**config.mk**
```make
export PLATFORM = sky130hd
export DESIGN_NAME = screen_painter
export DESIGN_NICKNAME = d
export VERILOG_FILES = /design/src/rtl/screen_pkg.sv /design/src/rtl/raster_counter.sv /design/src/rtl/screen_painter.sv
export SDC_FILE = /design/constraint.sdc
export NUM_CORES = 1
export LEC_CHECK = 0
export BUFFER_PORTS_ARGS = -buffer_cell sky130_fd_sc_hd__buf_2
export CORE_MARGIN = 3
export CORE_UTILIZATION = 42
export DETAILED_ROUTE_END_ITERATION = 7
export GPL_ROUTABILITY_DRIVEN = 0
export HOLD_SLACK_MARGIN = 0.06
export SLEW_MARGIN = 20
export SYNTH_ARGS = -nofsm -noshare
export SYNTH_HDL_FRONTEND = slang
export SYNTH_SLANG_ARGS = --single-unit
```
**constraint.sdc**
```tcl
create_clock -name CLOCK_50 -period 8.01 [get_ports CLOCK_50]
set_input_delay 2.403 -clock CLOCK_50 [delete_from_list [all_inputs] [get_ports CLOCK_50]]
set_output_delay 2.403 -clock CLOCK_50 [all_outputs]
set_load 0.02 [all_outputs]
```
**src/rtl/screen_pkg.sv**
```systemverilog
// Shared definitions for the game-screen FSM and the frame painter:
// screen codes, the 3-bit RGB palette, frame geometry and painter states.
package screen_pkg;

    localparam int FRAME_W    = 160;
    localparam int FRAME_H    = 120;
    localparam int ROAD_LEFT  = 40;
    localparam int ROAD_RIGHT = 119;

    typedef enum logic [1:0] {
        SCR_TITLE = 2'b00,
        SCR_BG    = 2'b01,
        SCR_WIN   = 2'b10,
        SCR_LOSE  = 2'b11
    } screen_t;

    localparam logic [2:0] WHITE  = 3'b111;
    localparam logic [2:0] BLUE   = 3'b001;
    localparam logic [2:0] GREEN  = 3'b010;
    localparam logic [2:0] BLACK  = 3'b000;
    localparam logic [2:0] YELLOW = 3'b110;
    localparam logic [2:0] RED    = 3'b100;

    typedef enum logic [1:0] {
        ST_IDLE,
        ST_LOAD,
        ST_PAINT,
        ST_FIN
    } paint_state_t;

endpackage

```
**src/rtl/raster_counter.sv**
```systemverilog
// Raster-order x/y pixel counter with synchronous clear and enable.
// Also exposes the following pixel so the painter can register it directly.
module raster_counter
    import screen_pkg::*;
#(
    parameter int WIDTH  = FRAME_W,
    parameter int HEIGHT = FRAME_H
) (
    input  logic       clk,
    input  logic       rst,
    input  logic       clr,
    input  logic       en,
    output logic [7:0] x,
    output logic [6:0] y,
    output logic [7:0] x_nxt,
    output logic [6:0] y_nxt,
    output logic       last
);

    logic end_row;

    assign end_row = (x == 8'(WIDTH - 1));
    assign last    = end_row && (y == 7'(HEIGHT - 1));

    always_comb begin
        x_nxt = end_row ? 8'd0 : x + 8'd1;
        y_nxt = y;
        if (end_row) begin
            y_nxt = last ? 7'd0 : y + 7'd1;
        end
    end

    always_ff @(posedge clk or posedge rst) begin
        if (rst) begin
            x <= 8'd0;
            y <= 7'd0;
        end else if (clr) begin
            x <= 8'd0;
            y <= 7'd0;
        end else if (en) begin
            x <= x_nxt;
            y <= y_nxt;
        end
    end

endmodule

```
**src/rtl/screen_painter.sv**
```systemverilog
// Full-screen painter: on a screen-code change or redraw request it sweeps the
// whole frame in raster order, one registered pixel per clock into the VGA plot port.
module screen_painter
    import screen_pkg::*;
#(
    parameter int WIDTH  = FRAME_W,
    parameter int HEIGHT = FRAME_H,
    parameter int ROAD_L = ROAD_LEFT,
    parameter int ROAD_R = ROAD_RIGHT
) (
    input  logic       CLOCK_50,
    input  logic       RESET,
    input  logic [1:0] SCREEN,
    input  logic       REDRAW,
    output logic [7:0] VGA_X,
    output logic [6:0] VGA_Y,
    output logic [2:0] VGA_COLOUR,
    output logic       VGA_PLOT,
    output logic       BUSY,
    output logic       DONE
);

    localparam int LANE_L = (ROAD_L + ROAD_R) / 2;

    paint_state_t state, state_nxt;
    screen_t      cur;
    logic         pending;
    logic         trigger;
    logic         clr, en, last;
    logic [7:0]   x, x_nxt, px;
    logic [6:0]   y, y_nxt, py;
    logic [2:0]   colour;

    raster_counter #(.WIDTH(WIDTH), .HEIGHT(HEIGHT)) u_raster (
        .clk   (CLOCK_50),
        .rst   (RESET),
        .clr   (clr),
        .en    (en),
        .x     (x),
        .y     (y),
        .x_nxt (x_nxt),
        .y_nxt (y_nxt),
        .last  (last)
    );

    always_ff @(posedge CLOCK_50 or posedge RESET) begin
        if (RESET) state <= ST_IDLE;
        else       state <= state_nxt;
    end

    always_comb begin
        trigger   = pending || (SCREEN != cur) || REDRAW;
        state_nxt = state;
        case (state)
            ST_IDLE:  if (trigger) state_nxt = ST_LOAD;
            ST_LOAD:  state_nxt = ST_PAINT;
            ST_PAINT: begin
                if (trigger)   state_nxt = ST_LOAD;
                else if (last) state_nxt = ST_FIN;
            end
            ST_FIN:   state_nxt = trigger ? ST_LOAD : ST_IDLE;
            default:  state_nxt = ST_IDLE;
        endcase
        clr = (state_nxt == ST_LOAD);
        en  = (state == ST_PAINT) && (state_nxt == ST_PAINT);
        // Leaving LOAD presents the cleared origin; inside PAINT present the next pixel.
        px  = (state == ST_LOAD) ? x : x_nxt;
        py  = (state == ST_LOAD) ? y : y_nxt;
    end

    always_comb begin
        colour = BLACK;
        case (cur)
            SCR_TITLE: begin
                if (px == 8'd0 || px == 8'(WIDTH - 1) || py == 7'd0 || py == 7'(HEIGHT - 1))
                    colour = WHITE;
                else
                    colour = BLUE;
            end
            SCR_BG: begin
                if (px < 8'(ROAD_L) || px > 8'(ROAD_R))
                    colour = GREEN;
                else if ((px == 8'(LANE_L) || px == 8'(LANE_L + 1)) && !py[3])
                    colour = WHITE;
                else
                    colour = BLACK;
            end
            SCR_WIN:  colour = YELLOW;
            SCR_LOSE: colour = RED;
        endcase
    end

    always_ff @(posedge CLOCK_50 or posedge RESET) begin
        if (RESET) begin
            cur        <= SCR_TITLE;
            pending    <= 1'b1;
            VGA_X      <= 8'd0;
            VGA_Y      <= 7'd0;
            VGA_COLOUR <= 3'b000;
            VGA_PLOT   <= 1'b0;
            BUSY       <= 1'b0;
            DONE       <= 1'b0;
        end else begin
            if (state_nxt == ST_LOAD) begin
                cur     <= screen_t'(SCREEN);
                pending <= 1'b0;
            end
            VGA_PLOT <= (state_nxt == ST_PAINT);
            BUSY     <= (state_nxt == ST_LOAD) || (state_nxt == ST_PAINT);
            DONE     <= (state_nxt == ST_FIN);
            if (state_nxt == ST_PAINT) begin
                VGA_X      <= px;
                VGA_Y      <= py;
                VGA_COLOUR <= colour;
            end
        end
    end

endmodule

```
* Word-level counts from Yosys, hierarchy flattened
Index checks and enable logic that the tools add are counted.
** Storage, ports and cells
- Register bits :: 41
- Bits of input ports :: 5
** Cells by class
- Add/subtract/negate cells :: 2
- Order comparisons :: 2
- Equal/unequal tests :: 16
- Multiplexer cells :: 18
- Reductions and logical operators :: 17
** Operators by type and width (number)
- 7-bit 2-to-1 mux :: 5
- 8-bit 2-to-1 mux :: 4
- 8-bit by 7-bit == test with 1-bit output, second input constant :: 2
- 8-bit == test, second input constant :: 2
- 7-bit == test, second input constant :: 2
- 2-bit == test, second input constant :: 6
- 3-bit case mux with 4 select lines :: 1
- 3-bit 2-to-1 mux :: 3
- 8-bit by 1-bit adder with 8-bit output, second input constant :: 1
- 8-bit by 7-bit > comparator with 1-bit output, second input constant :: 1
- 8-bit zero test :: 1
- 1-bit logical OR :: 8
- 8-bit by 6-bit less-than comparator with 1-bit output, second input constant :: 1
- 2-bit case mux with 4 select lines :: 1
- 7-bit by 1-bit adder with 7-bit output, second input constant :: 1
- 7-bit zero test :: 1
- 2-bit by 1-bit == test with 1-bit output, second input constant :: 3
- 2-bit 2-to-1 mux :: 3
- 2-bit zero test :: 2
- 1-bit logical AND :: 3
- 2-bit inequality test :: 1
- 2-bit nonzero test :: 1
- 1-bit zero test :: 1
- 1-bit 2-to-1 mux :: 1

* Depth between registers and ports, before layout
- Word-level depth :: 10
- Gate-level depth with buffers :: 16

* Modules after synthesis
A second synthesis with hierarchy kept.
** Unflattened totals
- Cells, all modules :: 288
- Area total of the unflattened synthesis :: 2531.2 sq um
** Modules (own cells, without submodules)
- screen_painter :: times used 1, cells each 166, area an instance 1462.7 sq um
- raster_counter :: times used 1, cells each 122, area an instance 1068.5 sq um

* Worst setup path before layout
Ideal clock, no wire load.
- Path kind :: input -> register
- Start point :: in SCREEN[0]
- End point :: reg u_raster.y[5]
- Setup time :: 0.136 ns
- Arrival :: 4.812 ns
- Data required time :: 7.874 ns
- Slack :: 3.061 ns
- Cell stages on the path :: 12
- Cell sequence :: xor2_1 or4_1 o21ai_0 ha_1 clkbuf_1 inv_1 or2_2 clkbuf_1 nor2_1 nand2_1 o21ai_0 a21oi_1
** On the way
- Word-level cells in the longest chain between the ends :: 8
- Elaborated cells on any way between the ends :: 12
- Classes of those cells :: eq/ne (3); mux (5); reduce/logical (4)
** Ends and longest elaborated chain
- start, declared :: RTL line screen_painter.sv:13 : input logic [1:0] SCREEN,
- 2-bit inequality test (*) :: RTL line screen_painter.sv:52 : trigger = pending || (SCREEN != cur) || REDRAW;
- 1-bit logical OR (*) (2 in a row) :: RTL line screen_painter.sv:52
- 2-bit 2-to-1 mux, on equally long branches :: RTL line screen_painter.sv:58, screen_painter.sv:55
- 2-bit case mux with 4 select lines (*) :: RTL line screen_painter.sv:54 : case (state)
- net state_nxt[1] :: RTL line screen_painter.sv:25 : paint_state_t state, state_nxt;
- 2-bit == test :: RTL line screen_painter.sv:65 : en = (state == ST_PAINT) && (state_nxt == ST_PAINT);
- 1-bit logical AND :: RTL line screen_painter.sv:65
- 2-bit nonzero test (no source line)
- end signal, assigned :: RTL line raster_counter.sv:42 : y <= y_nxt;
- end, declared :: RTL line raster_counter.sv:14 : output logic [6:0] y,
Mark *: on every way through the listed nets, which the timed path passes. The rest lies on a longest branch.
A chain may end at the register's enable or synchronous reset.

* Final worst setup path
- Start point :: in SCREEN[0]
- End point :: reg u_raster.y[4]
The elaborated chain is that of the path after synthesis.

==> results.tsv <==
stage	metric	value	unit
power	Gate power share	43.9	%
global_routing	met3 usage	3.56	%
floorplanning	std cell rows	27	
finish	n_diodes	0	
detailed_routing	Starting DRT DRC Count	122	
logic_synthesis	Synth area leaders	dfrtp_1 40%, a21oi_1 5.9%, nor2_1 5.8%	
global_routing	global route total overflow	0	
floorplanning	Initial Utilization	44.2	%
clock_network	total clock buffers created by CTS	5	
power	Reg power frac	38.3	%
logic_synthesis	Mapped Cells	291	
logic_synthesis	Syn Nets	301	
finish	fin area	2710	um^2
place	dpl hpwl	4.00	mm
timing	unrepaired setup endpoints after global routing	false	
timing	Post-Route Skew	7.59	ps
floorplanning	Core Region	5610	um^2
clock_network	clk_lat worst skew	300	ps
run	count of max-cap constraint violations	0	
worst_hold_path	worst hold path class	flip-flop to flip-flop	
global_routing	largest net degree at the start of global routing	42	
logic_synthesis	mux contribution to synthesized area	2.93	%
clock_network	H-tree depth	2	
clock_network	Resize count post-CTS	0	
logic_synthesis	synthesized area per cell	8.51	um^2
clock_network	CTS Sinks	41	
logic_synthesis	area leader, netlist	dfrtp_1	
place	Cells after DPL	370	
logic_synthesis	ys async rst share	100	%
timing	count of final max-slew check failures	0	
clock_network	clock root buffer	clkbuf_8	
power	PD cells	278	nW/um^2
logic_synthesis	Synth Flop Type	dfrtp_1	
detailed_routing	Routed Wire Length	5.81	mm
timing	endpoints failing hold	0	
logic_synthesis	Post-Synth XOR/XNOR Area	3.18	%
setup_path	r2r startpoint	u_raster.x[0]$_DFFE_PP0P_	
timing	post-route minimum period	4720	ps
power	Cell Int Power	0.433	mW
finish	post-route insts no fill	378	
setup_path	CP Class	input port to flip-flop	
floorplanning	I/O Pins	26	
logic_synthesis	main combinational cell family by area after synthesis	simple AND/OR/NAND/NOR gates	
timing	Tcrit/Tclk final	59.0	%
setup_path	worst stage delay on the critical path	500	ps
finish	layout cells sized above 1	16.0	%
global_routing	GR peak layer	met2	
power	peak supply drop	0.176	mV
timing	Fin Setup TNS	0	ps
detailed_routing	DRC viols	0	
place	number of I/O port buffers	25	
timing	endpoints failing setup	0	
floorplanning	Die ar.	6850	um^2
logic_synthesis	post-synthesis compound-gate area fraction	19.1	%
setup_path	Critical Path Source	SCREEN[0]	
run_status	status	finished, final reports clean	
setup_path	Critical Path, Cell by Cell	buf_2, xor2_1, or4_1, o21ai_0, ha_1, inv_1, nor2_1, nand2_1, nor2_1, a21oi_1, a311oi_1	
floorplanning	Die H	82.8	um
setup_path	Crit. End Element	flip-flop	
timing	Achievable Freq	212	MHz
global_routing	vias in the first global route	2000	
finish	Total Nets Final	315	
detailed_routing	vias per cell	5.65	
setup_path	critical path's slowest cell	or4_1	
logic_synthesis	Yosys reg bits	41	
global_routing	initial antenna violation count	0	
clock_network	CTS tree	done	
logic_synthesis	yosys warns	0	
place	Setup WS pre-CTS	2940	ps
detailed_routing	DRT Pass-1 Iters	4	
power	PnR Total Power	0.753	mW
clock_network	Max clock buf depth	2	
power	Leakage Power	1.15	nW
power	switching power	0.320	mW
logic_synthesis	sequential area share after synthesis	41.5	%
setup_path	Critical Path AT	4920	ps
setup_path	element type at the critical path start	input port	
logic_synthesis	post-synth top area share	40.4	%
global_routing	Tot GR Track Use	18.4	%
setup_path	Crit Path Max Fanout	6	
timing	Worst-Margin Slew	718	ps
setup_path	Most common cell on crit path	nor2_1	
finish	fin util	48.3	%
detailed_routing	Via Count	2137	
logic_synthesis	number of synthesized flops with an enable pin	0	
clock_network	hold_buf cts	0	
global_routing	first-pass GRT wire length	9.62	mm
logic_synthesis	most used standard cell by instance count after synthesis	dfrtp_1	
logic_synthesis	simple-gate share of the synthesized area	25.8	%
logic_synthesis	adder-cell share of the synthesized area	2.53	%
power	Net Sw Frac	42.5	%
global_routing	met2 usage	30.1	%
logic_synthesis	synth unique cells	60	
logic_synthesis	top post-synthesis cells by count	40 x dfrtp_1, 38 x nor2_1, 30 x nand2_1, 29 x a21oi_1, 14 x clkbuf_1	
clock_network	Clock Pin Slew Worst Setup and Hold Paths	80	ps
timing	setup ws final	3290	ps
setup_path	Worst EP required	8200	ps
timing	Slew Limit Headroom	52.2	%
detailed_routing	antenna viol nets, final	0	
worst_hold_path	min-delay src	pending$_DFFE_PP1N_	
logic_synthesis	Mapped Area	2480	um^2
power	Clk pwr share	17.8	%
clock_network	Post-CTS Setup Inserts	0	
timing	hold_ws	489	ps
global_routing	met1 Usage GRT	24.4	%
finish	synth-to-layout area growth	9.35	%
place	placed cell areas	2630	um^2
detailed_routing	drt wl/cell	15.4	um
floorplanning	Die W	82.8	um
-- registers in the layout, indices dropped and copies added (netlist names) --
| signal | count |
|---|---|
| BUSY | 1 |
| DONE | 1 |
| VGA_COLOUR | 3 |
| VGA_PLOT | 1 |
| VGA_X | 8 |
| VGA_Y | 7 |
| cur | 2 |
| pending | 1 |
| state | 2 |
| u_raster.x | 8 |
| u_raster.y | 7 |
-- cell usage in the layout (no fill, tap or decap), types with 2 or more instances in the layout --
cell type and count:
xor2_1 6, and3_1 2, xnor2_1 3, nor3_1 7
a31o_2 2, nor2_1 38, nand3_1 10, mux2i_1 5
a21o_1 3, nand4b_1 2, a31oi_1 4, nor4_1 7
clkinv_2 2, o21ai_0 10, nand3b_1 2, buf_4 3
inv_1 9, mux2_2 2, nand2_1 30, nand2b_1 4
o31ai_1 2, nor3_2 2, a22oi_1 2, buf_2 25
ha_1 5, clkbuf_8 5, o31a_1 3, dfrtp_1 40
nor2b_1 4, nand4_1 3, o21a_1 2, a21oi_1 29
o22ai_1 4, o311ai_0 2
-- power by group through the flow --
| stage | sequential [mW] | combinational, mW | clock (mW) |
|---|---|---|---|
| after floorplan | 0.342 | 0.195 | 0 |
| final | 0.288 | 0.331 | 0.134 |
| after detailed placement | 0.293 | 0.335 | 0 |
| after CTS | 0.289 | 0.337 | 0.140 |
| after global routing | 0.295 | 0.374 | 0.148 |
| after global placement | 0.293 | 0.331 | 0 |
-- area by class of cell --
type | instances | area, um^2
timing repair buffer | 28 | 148
multi-input combinational | 220 | 1330
tap | 72 | 90.1
clock inverter | 2 | 10.0
sequential | 41 | 1030
clock buffer | 6 | 72.6
inverter | 9 | 33.8
fill | 567 | 2900
-- cells by family (layout without fill, tap and decap cells) --
| family | count (synthesis) | in the layout |
|---|---|---|
| flops | 41 | 41 |
| buf+inv | 30 | 45 |
| xor+xnor | 9 | 9 |
| mux | 7 | 7 |
| compound gates | 74 | 74 |
| fa+ha+maj | 5 | 5 |
| simple gates | 125 | 125 |
-- per-layer routing --
layer | vias up | share of wire, %
li1 | 1073 | -
met1 | 1031 | 49
met2 | 27 | 48
met3 | 6 | 2.8
met4 | 0 | 0.83
met5 | - | 0
-- worst paths after layout --
check	end	slack (ps)	cells after the start
max	u_raster.y[4]$_DFFE_PP0P_	3290	11
min	pending$_DFFE_PP1N_	490	1
max reg2reg	cur[1]$_DFFE_PP0N_	4500	8
min reg2reg	pending$_DFFE_PP1N_	490	1
max in group asynchronous	pending$_DFFE_PP1N_	5400	3
min in group asynchronous	VGA_X[4]$_DFFE_PP0N_	2230	3
-- worst max-delay path: cells and delay by family --
| family | cells | cell delay, ps |
|---|---|---|
| and+or+nand+nor | 4 | 1180 |
| adders and majority gates | 1 | 250 |
| AOI/OAI and AO/OA | 3 | 740 |
| xor gates and xnor gates | 1 | 150 |
| buffers and inverters | 2 | 170 |
Note: power is estimated with default switching activity, not from simulation.
